--- src/rtl/button_conditioner.sv ---
// button_conditioner: synchronises and debounces the active-low UP/DOWN
// push-buttons, then turns each accepted press into a one-cycle active-low
// strobe (with optional auto-repeat) for the up/down counter downstream.
module button_conditioner #(
  parameter int DEBOUNCE_CYCLES = 16,
  parameter int HOLD_CYCLES     = 32,
  parameter int REPEAT_CYCLES   = 8,
  parameter int REPEAT_EN       = 1,
  parameter int CNT_W           = 16
) (
  input  logic clk,
  input  logic reset,
  input  logic up_btn,
  input  logic down_btn,
  output logic up,
  output logic down,
  output logic up_held,
  output logic down_held,
  output logic conflict
);

  typedef enum logic [1:0] {IDLE = 2'd0, HELD = 2'd1, REPEAT = 2'd2} state_t;

  localparam logic [CNT_W-1:0] DB_LAST   = CNT_W'(DEBOUNCE_CYCLES - 1);
  localparam logic [CNT_W-1:0] HOLD_LAST = CNT_W'(HOLD_CYCLES - 1);
  localparam logic [CNT_W-1:0] RPT_LAST  = CNT_W'(REPEAT_CYCLES - 1);
  localparam logic [CNT_W-1:0] CNT_ONE   = CNT_W'(1);

  // Channel 0 is UP, channel 1 is DOWN.
  logic [1:0] raw;
  logic [1:0] held;
  logic [1:0] req;
  logic       both_held;

  assign raw       = {down_btn, up_btn};
  assign both_held = &held;

  for (genvar g = 0; g < 2; g++) begin : g_chan
    logic             sync_p0;
    logic             sync_q;
    logic             stable;
    logic [CNT_W-1:0] db_cnt;
    logic [CNT_W-1:0] rpt_cnt;
    logic [CNT_W-1:0] rpt_cnt_nxt;
    state_t           state;
    state_t           state_nxt;
    logic             req_nxt;

    // Two-flop synchroniser; resets to the released (high) level.
    always_ff @(posedge clk or negedge reset) begin
      if (!reset) begin
        sync_p0 <= 1'b1;
        sync_q  <= 1'b1;
      end else begin
        sync_p0 <= raw[g];
        sync_q  <= sync_p0;
      end
    end

    // Debounce: accept sync_q only after DEBOUNCE_CYCLES consecutive differing cycles.
    always_ff @(posedge clk or negedge reset) begin
      if (!reset) begin
        stable <= 1'b1;
        db_cnt <= '0;
      end else if (sync_q == stable) begin
        db_cnt <= '0;
      end else if (db_cnt == DB_LAST) begin
        stable <= sync_q;
        db_cnt <= '0;
      end else begin
        db_cnt <= db_cnt + CNT_ONE;
      end
    end

    assign held[g] = ~stable;
    assign req[g]  = req_nxt;

    // Press FSM state and repeat timer.
    always_ff @(posedge clk or negedge reset) begin
      if (!reset) begin
        state   <= IDLE;
        rpt_cnt <= '0;
      end else begin
        state   <= state_nxt;
        rpt_cnt <= rpt_cnt_nxt;
      end
    end

    // Next-state and strobe request; repeats are frozen at 0 while both buttons are held.
    always_comb begin
      state_nxt   = state;
      rpt_cnt_nxt = rpt_cnt;
      req_nxt     = 1'b0;
      if (stable) begin
        state_nxt   = IDLE;
        rpt_cnt_nxt = '0;
      end else begin
        case (state)
          IDLE: begin
            req_nxt     = 1'b1;
            rpt_cnt_nxt = '0;
            state_nxt   = HELD;
          end
          HELD: begin
            if ((REPEAT_EN == 0) || both_held) begin
              rpt_cnt_nxt = '0;
            end else if (rpt_cnt == HOLD_LAST) begin
              req_nxt     = 1'b1;
              rpt_cnt_nxt = '0;
              state_nxt   = REPEAT;
            end else begin
              rpt_cnt_nxt = rpt_cnt + CNT_ONE;
            end
          end
          REPEAT: begin
            if (both_held) begin
              rpt_cnt_nxt = '0;
            end else if (rpt_cnt == RPT_LAST) begin
              req_nxt     = 1'b1;
              rpt_cnt_nxt = '0;
            end else begin
              rpt_cnt_nxt = rpt_cnt + CNT_ONE;
            end
          end
          default: begin
            state_nxt   = IDLE;
            rpt_cnt_nxt = '0;
          end
        endcase
      end
    end
  end

  assign up_held   = held[0];
  assign down_held = held[1];

  // Registered strobes; simultaneous requests cancel each other and flag a conflict.
  always_ff @(posedge clk or negedge reset) begin
    if (!reset) begin
      up       <= 1'b1;
      down     <= 1'b1;
      conflict <= 1'b0;
    end else begin
      up       <= ~(req[0] & ~req[1]);
      down     <= ~(req[1] & ~req[0]);
      conflict <= req[0] & req[1];
    end
  end

endmodule

--- config.mk ---
export PLATFORM = sky130hd
export DESIGN_NAME = button_conditioner
export DESIGN_NICKNAME = d
export VERILOG_FILES = /design/src/rtl/button_conditioner.sv
export SDC_FILE = /design/constraint.sdc
export NUM_CORES = 1
export LEC_CHECK = 0
export ABC_AREA = 1
export CELL_PAD_IN_SITES_DETAIL_PLACEMENT = 1
export CELL_PAD_IN_SITES_GLOBAL_PLACEMENT = 1
export CORE_AREA = 2 2 101 103
export DETAILED_ROUTE_END_ITERATION = 7
export DIE_AREA = 0 0 103 105
export PLACE_DENSITY = 0.79
export SYNTH_ARGS = -nofsm -noshare
export SYNTH_HDL_FRONTEND = slang
export SYNTH_SLANG_ARGS = --single-unit
--- constraint.sdc ---
create_clock -name clk -period 3.45 [get_ports clk]
set_clock_uncertainty 0.05 [all_clocks]
set_input_delay 0.69 -clock clk [delete_from_list [all_inputs] [get_ports clk]]
set_output_delay 0.69 -clock clk [all_outputs]
set_load 0.03 [all_outputs]
=== Word-level counts from Yosys, hierarchy flattened ===
Index checks and enable logic that the tools add are counted.

* Bits in registers: 77
* Input bits: 4
* Output and inout bits: 5
* Word-level logic and storage cells: 91

* $add $sub $neg: 4
* Equality and inequality tests: 18
* Muxes and demuxes: 36
* Bitwise operators: 11
* Reduce and logical (&&, ||, !) cells: 7

{| class="wikitable"
|+ Operators with widths
! kind !! number
|-
| 2-to-1 mux 16 bit || 14
|-
| adder 16 x 1 -> 16 bit (second input constant) || 4
|-
| one-hot mux 16 bit (2 select lines) || 2
|-
| equality test 16 x 3 -> 1 bit (second input constant) || 2
|-
| equality test 16 x 4 -> 1 bit (second input constant) || 2
|-
| equality test 16 x 5 -> 1 bit (second input constant) || 2
|-
| 2-to-1 mux 2 bit || 6
|-
| != test 3 bit (second input constant) || 4
|-
| one-hot mux 2 bit (3 select lines) || 2
|-
| 2-to-1 mux 1 bit || 10
|-
| NOT 1 bit || 8
|-
| one-hot mux 1 bit (3 select lines) || 2
|-
| AND reduction 2 bit || 3
|-
| AND reduction 3 bit || 2
|-
| equality test 2 x 1 -> 1 bit (second input constant) || 2
|-
| equality test 2 bit (second input constant) || 2
|-
| logical NOT 2 bit || 2
|-
| != test 2 bit (second input constant) || 2
|-
| bitwise AND 1 bit || 3
|-
| equality test 1 bit || 2
|}

=== Longest topological paths before layout ===
* Depth in word-level cells: 8
* Mapped depth: 11
* Depth with buffers taken out: 10

=== Least setup slack after synthesis ===
Ideal clock, no wire load.

* Kind: reg-to-reg
* Start point: register g_chan[0].rpt_cnt[0]
* End point: register g_chan[0].rpt_cnt[11]
* Library setup time: 0.120 ns
* Arrival: 1.317 ns
* Required time: 3.280 ns
* Setup slack: 1.963 ns
* Cell stages (with the launch flop): 10
* Buffers on the path: 1
* Period minus slack after synthesis: 1.487 ns
* Path through: dfrtp_1 > ha_1 > nand2_2 > nor2_4 > nand3_1 > nand2_1 > nand2_1 > nand3_2 > buf_6 > nor2_1

* Cells in the longest elaborated chain, start to end: 5
* Elaborated cells between the ends (all ways): 9
* Classes of those cells: add/sub: 1; eq/ne: 2; mux: 6

{| class="wikitable"
|+ RTL lines
! element !! RTL line !! RTL
|-
| start, declared || 43 || <nowiki>logic [CNT_W-1:0] rpt_cnt;</nowiki>
|-
| start signal, assigned || 85 || <nowiki>rpt_cnt <= rpt_cnt_nxt;</nowiki>
|-
| adder 16 x 1 -> 16 bit (tied with other cells) || 112, 122 ||
|-
| 2-to-1 mux 16 bit, on equally long branches || 118, 107 ||
|-
| 2-to-1 mux 16 bit, on equally long branches || 116, 105 ||
|-
| one-hot mux 16 bit (2 select lines) * || 98 || <nowiki>case (state)</nowiki>
|-
| 2-to-1 mux 16 bit * || 94 || <nowiki>if (stable) begin</nowiki>
|-
| via g_chan[0].rpt_cnt_nxt[11] || 44 || <nowiki>logic [CNT_W-1:0] rpt_cnt_nxt;</nowiki>
|}

Mark *: on every way through the listed nets, which the timed path passes. The rest lies on a longest branch.
A chain may end at the register's enable or synchronous reset.

=== Worst setup path in the final report ===
* Start point: register g_chan[1].stable
* End point: output down_held

* Cells in the longest elaborated chain, start to end: 1

{| class="wikitable"
|+ RTL lines
! element !! RTL line !! RTL
|-
| start, declared || 41 || <nowiki>logic stable;</nowiki>
|-
| start signal, assigned || 68 || <nowiki>stable <= sync_q;</nowiki>
|-
| NOT 1 bit || 75 || <nowiki>assign held[g] = ~stable;</nowiki>
|-
| end, declared || 18 || <nowiki>output logic down_held,</nowiki>
|}

No other way between the ends.

==> results.toml <==
[synthesis]
syn_nets = 546
syn-cell-area_um2 = 4250
syn_inst = 528
synth_top_flop_cell = "dfrtp_1"
synthArstFlopShare = 1.00
synth_seq_cells = 77
ys_types = 33
yosysSeqAreaShare = 0.456
yosysWarnings = 0
syn_area_per_cell_um2 = 8.05
synth_edf_count = 0

[die]
die_x_um = 103
start_util = 0.441
rows = 36
fp.coreArea_um2 = 9640
die_y_um = 105
die_area_um2 = 10800
ioPinCount = 9

[grt]
grt_usage = 0.191
grt_pass1_wl_mm = 16.4
grt_max_degree = 78
antenna_found_initial = 0
grt_overflow = 0
grt_pass1_vias = 3596

[cells_and_area]
multiInputGateArea_um2 = 2050
drive_above_1_share = 0.104
layout_commonest_cell = "nor2_1"
final_area_um2 = 4700
nets = 561
antenna_cells = 0
area_delta_synth_final_pct = 10.6
fillCellCount = 1220
utilization = 0.487
final_cell_mix = "nor2_1 (110), nand2_1 (91), dfrtp_1 (69)"
seq_area_um2 = 1940

[worst_setup_path]
crit_path_top_delay_cell = "clkdlybuf4s50_1"
slowest_delay_ns = 0.62
cp-end-kind = "output port"
critPathRequiredTime_ns = 2.71
arrival_ns = 1.72
cp_max_fo = 6
cp-start-kind = "flop"
crit_type = "flop to output port"
path_cells = "inv_1 -> clkdlybuf4s50_1"
path_buf_inv = 2
critPathTopFamily = "buffers and inverters"

[placement]
gp_congestion = 0.808
io_buffers = 8
pre_cts_ws_ns = 1.37
placed_cell_area_um2 = 4460
dp_hpwl_mm = 6.92

[clocking]
cts_root_buffer = "clkbuf_8"
clock_sinks = 77
cts_setup_buffers = 0
tritoncts = "done"
clockBufferDepth = 2
hold_buffers = 0
path_clk_slew_ns = 0.07
htreeDepth = 3
cts-buffers-inserted = 9
clk_latency_ns = 0.36
ctsResizeCount = 0

[sta]
hold_viol = 0
setup_viol = 0
rsz0062_at_grt = "false"
setup_ws_ns = 0.992
slew_headroom = 0.337
post-route-period-util = 0.712
tightest_slew_ns = 0.994
finalMaxSlewViolations = 0
finalSetupTns_ns = 0
fmax_mhz = 407
final.min_clock_period_ns = 2.46

[drt]
drt_iter0_markers = 96
vias_per_cell = 5.09
num_vias = 3469
routedWlPerCell_um = 13.9
antenna_left = 0
drc = 0
routed_wl_mm = 9.46
drtPass1Iterations = 4

[run_status]
status = "finished clean"

[hold_path]
min_path_type = "flop to flop"

[pwr]
intPower_mw = 1.41
ir_drop_mv = 0.202
total_power_mw = 1.81
p_seq_frac = 0.509
p_leak_nw = 2.01
swShare = 0.223
powerDensity_nw_per_um2 = 385
switchingPower_mw = 0.403
comb_power_share = 0.031
clock_power_share = 0.460

[job]
cap_violations = 0
[state kept, by name (all words and copies together) (netlist names)]
signal          count
g_chan.stable       2
g_chan.state        4
conflict            1
g_chan.sync_q       2
down                1
g_chan.db_cnt      32
up                  1
g_chan.sync_p0      2
g_chan.rpt_cnt     32
[power by group through the flow]
stage                     Clock, mW  Combinational, mW  Sequential (mW)
after CTS                     0.849             0.0586            0.922
after floorplan                   0             0.0258            0.939
final                         0.832             0.0557            0.922
after global routing          0.894             0.0658            0.924
after detailed placement          0             0.0587            0.939
after global placement            0             0.0562            0.939
[path summary, 6_finish.rpt]
path | start | to | slack, ns | cells after the start
setup reg to reg | g_chan[0].rpt_cnt[0] | g_chan[0].rpt_cnt[0] | 1.71 | 8
max in group asynchronous | reset | g_chan[0].rpt_cnt[0] | 2.26 | 1
setup / recovery | g_chan[1].stable | down_held | 0.99 | 2
hold / removal | g_chan[1].sync_p0 | g_chan[1].sync_q | 0.31 | 0
hold reg to reg | g_chan[1].sync_p0 | g_chan[1].sync_q | 0.31 | 0
min in group asynchronous | reset | g_chan[1].rpt_cnt[9] | 0.43 | 1
[cell families after synthesis]
kind of cell / Yosys count / share of synthesized area
flops: 77 / 0.456
fa+ha+maj: 14 / 0.0412
compound gates: 26 / 0.0318
xor+xnor: 31 / 0.0639
simple gates: 314 / 0.345
buf+inv: 66 / 0.0621
[layout make-up]
| cell class | instances | area share |
|---|---|---|
| inverter | 62 | 0.0495 |
| clock inverter | 7 | 0.0242 |
| tap | 133 | 0.0354 |
| multi-input combinational | 385 | 0.436 |
| clock buffer | 9 | 0.0264 |
| sequential | 77 | 0.412 |
| timing repair buffer | 8 | 0.0165 |
[synthesized netlist by cell type (2+ instances only)]
master,number,area share
a21oi_1,16,0.019
buf_6,2,0.0053
dfrtp_1,69,0.41
dfstp_2,8,0.049
ha_1,14,0.041
inv_1,57,0.050
inv_2,5,0.0044
nand2_1,91,0.080
nand2_2,5,0.0074
nand3_1,37,0.044
nand3_2,4,0.0094
nand4_1,19,0.028
nor2_1,110,0.097
nor2_2,5,0.0074
nor2_4,2,0.0053
nor3_1,22,0.026
nor3_2,7,0.016
nor3b_1,3,0.0053
nor4_1,3,0.0044
o21ai_0,6,0.0071
o21ai_1,2,0.0024
xnor2_1,6,0.012
xor2_1,25,0.052
[metrics by stage]
step           instances  hold WS, ns
6_report             681        0.308
5_1_grt              681        0.315
4_1_cts              681        0.309
3_5_place_dp         665        0.297
3_3_place_gp         665        0.296
2_1_floorplan        528        0.295
[layer usage]
metal,global-route usage,vias to the layer above,part of all wire
met2,0.305,26,0.48
met5,0,-,0
met4,0.0536,0,0.015
met3,0.0502,13,0.022
met1,0.254,1710,0.48
li1,-,1720,-
[worst reg2reg max path, stage by stage (launching register included)]
cell	delay [ns]
dfrtp_1	0.41
ha_1	0.25
nand2_2	0.15
nor3_2	0.05
nand3_1	0.13
nand2_1	0.07
nand2_1	0.07
nand3_2	0.27
nor2_1	0.20
(Power assumes the default switching activity.)
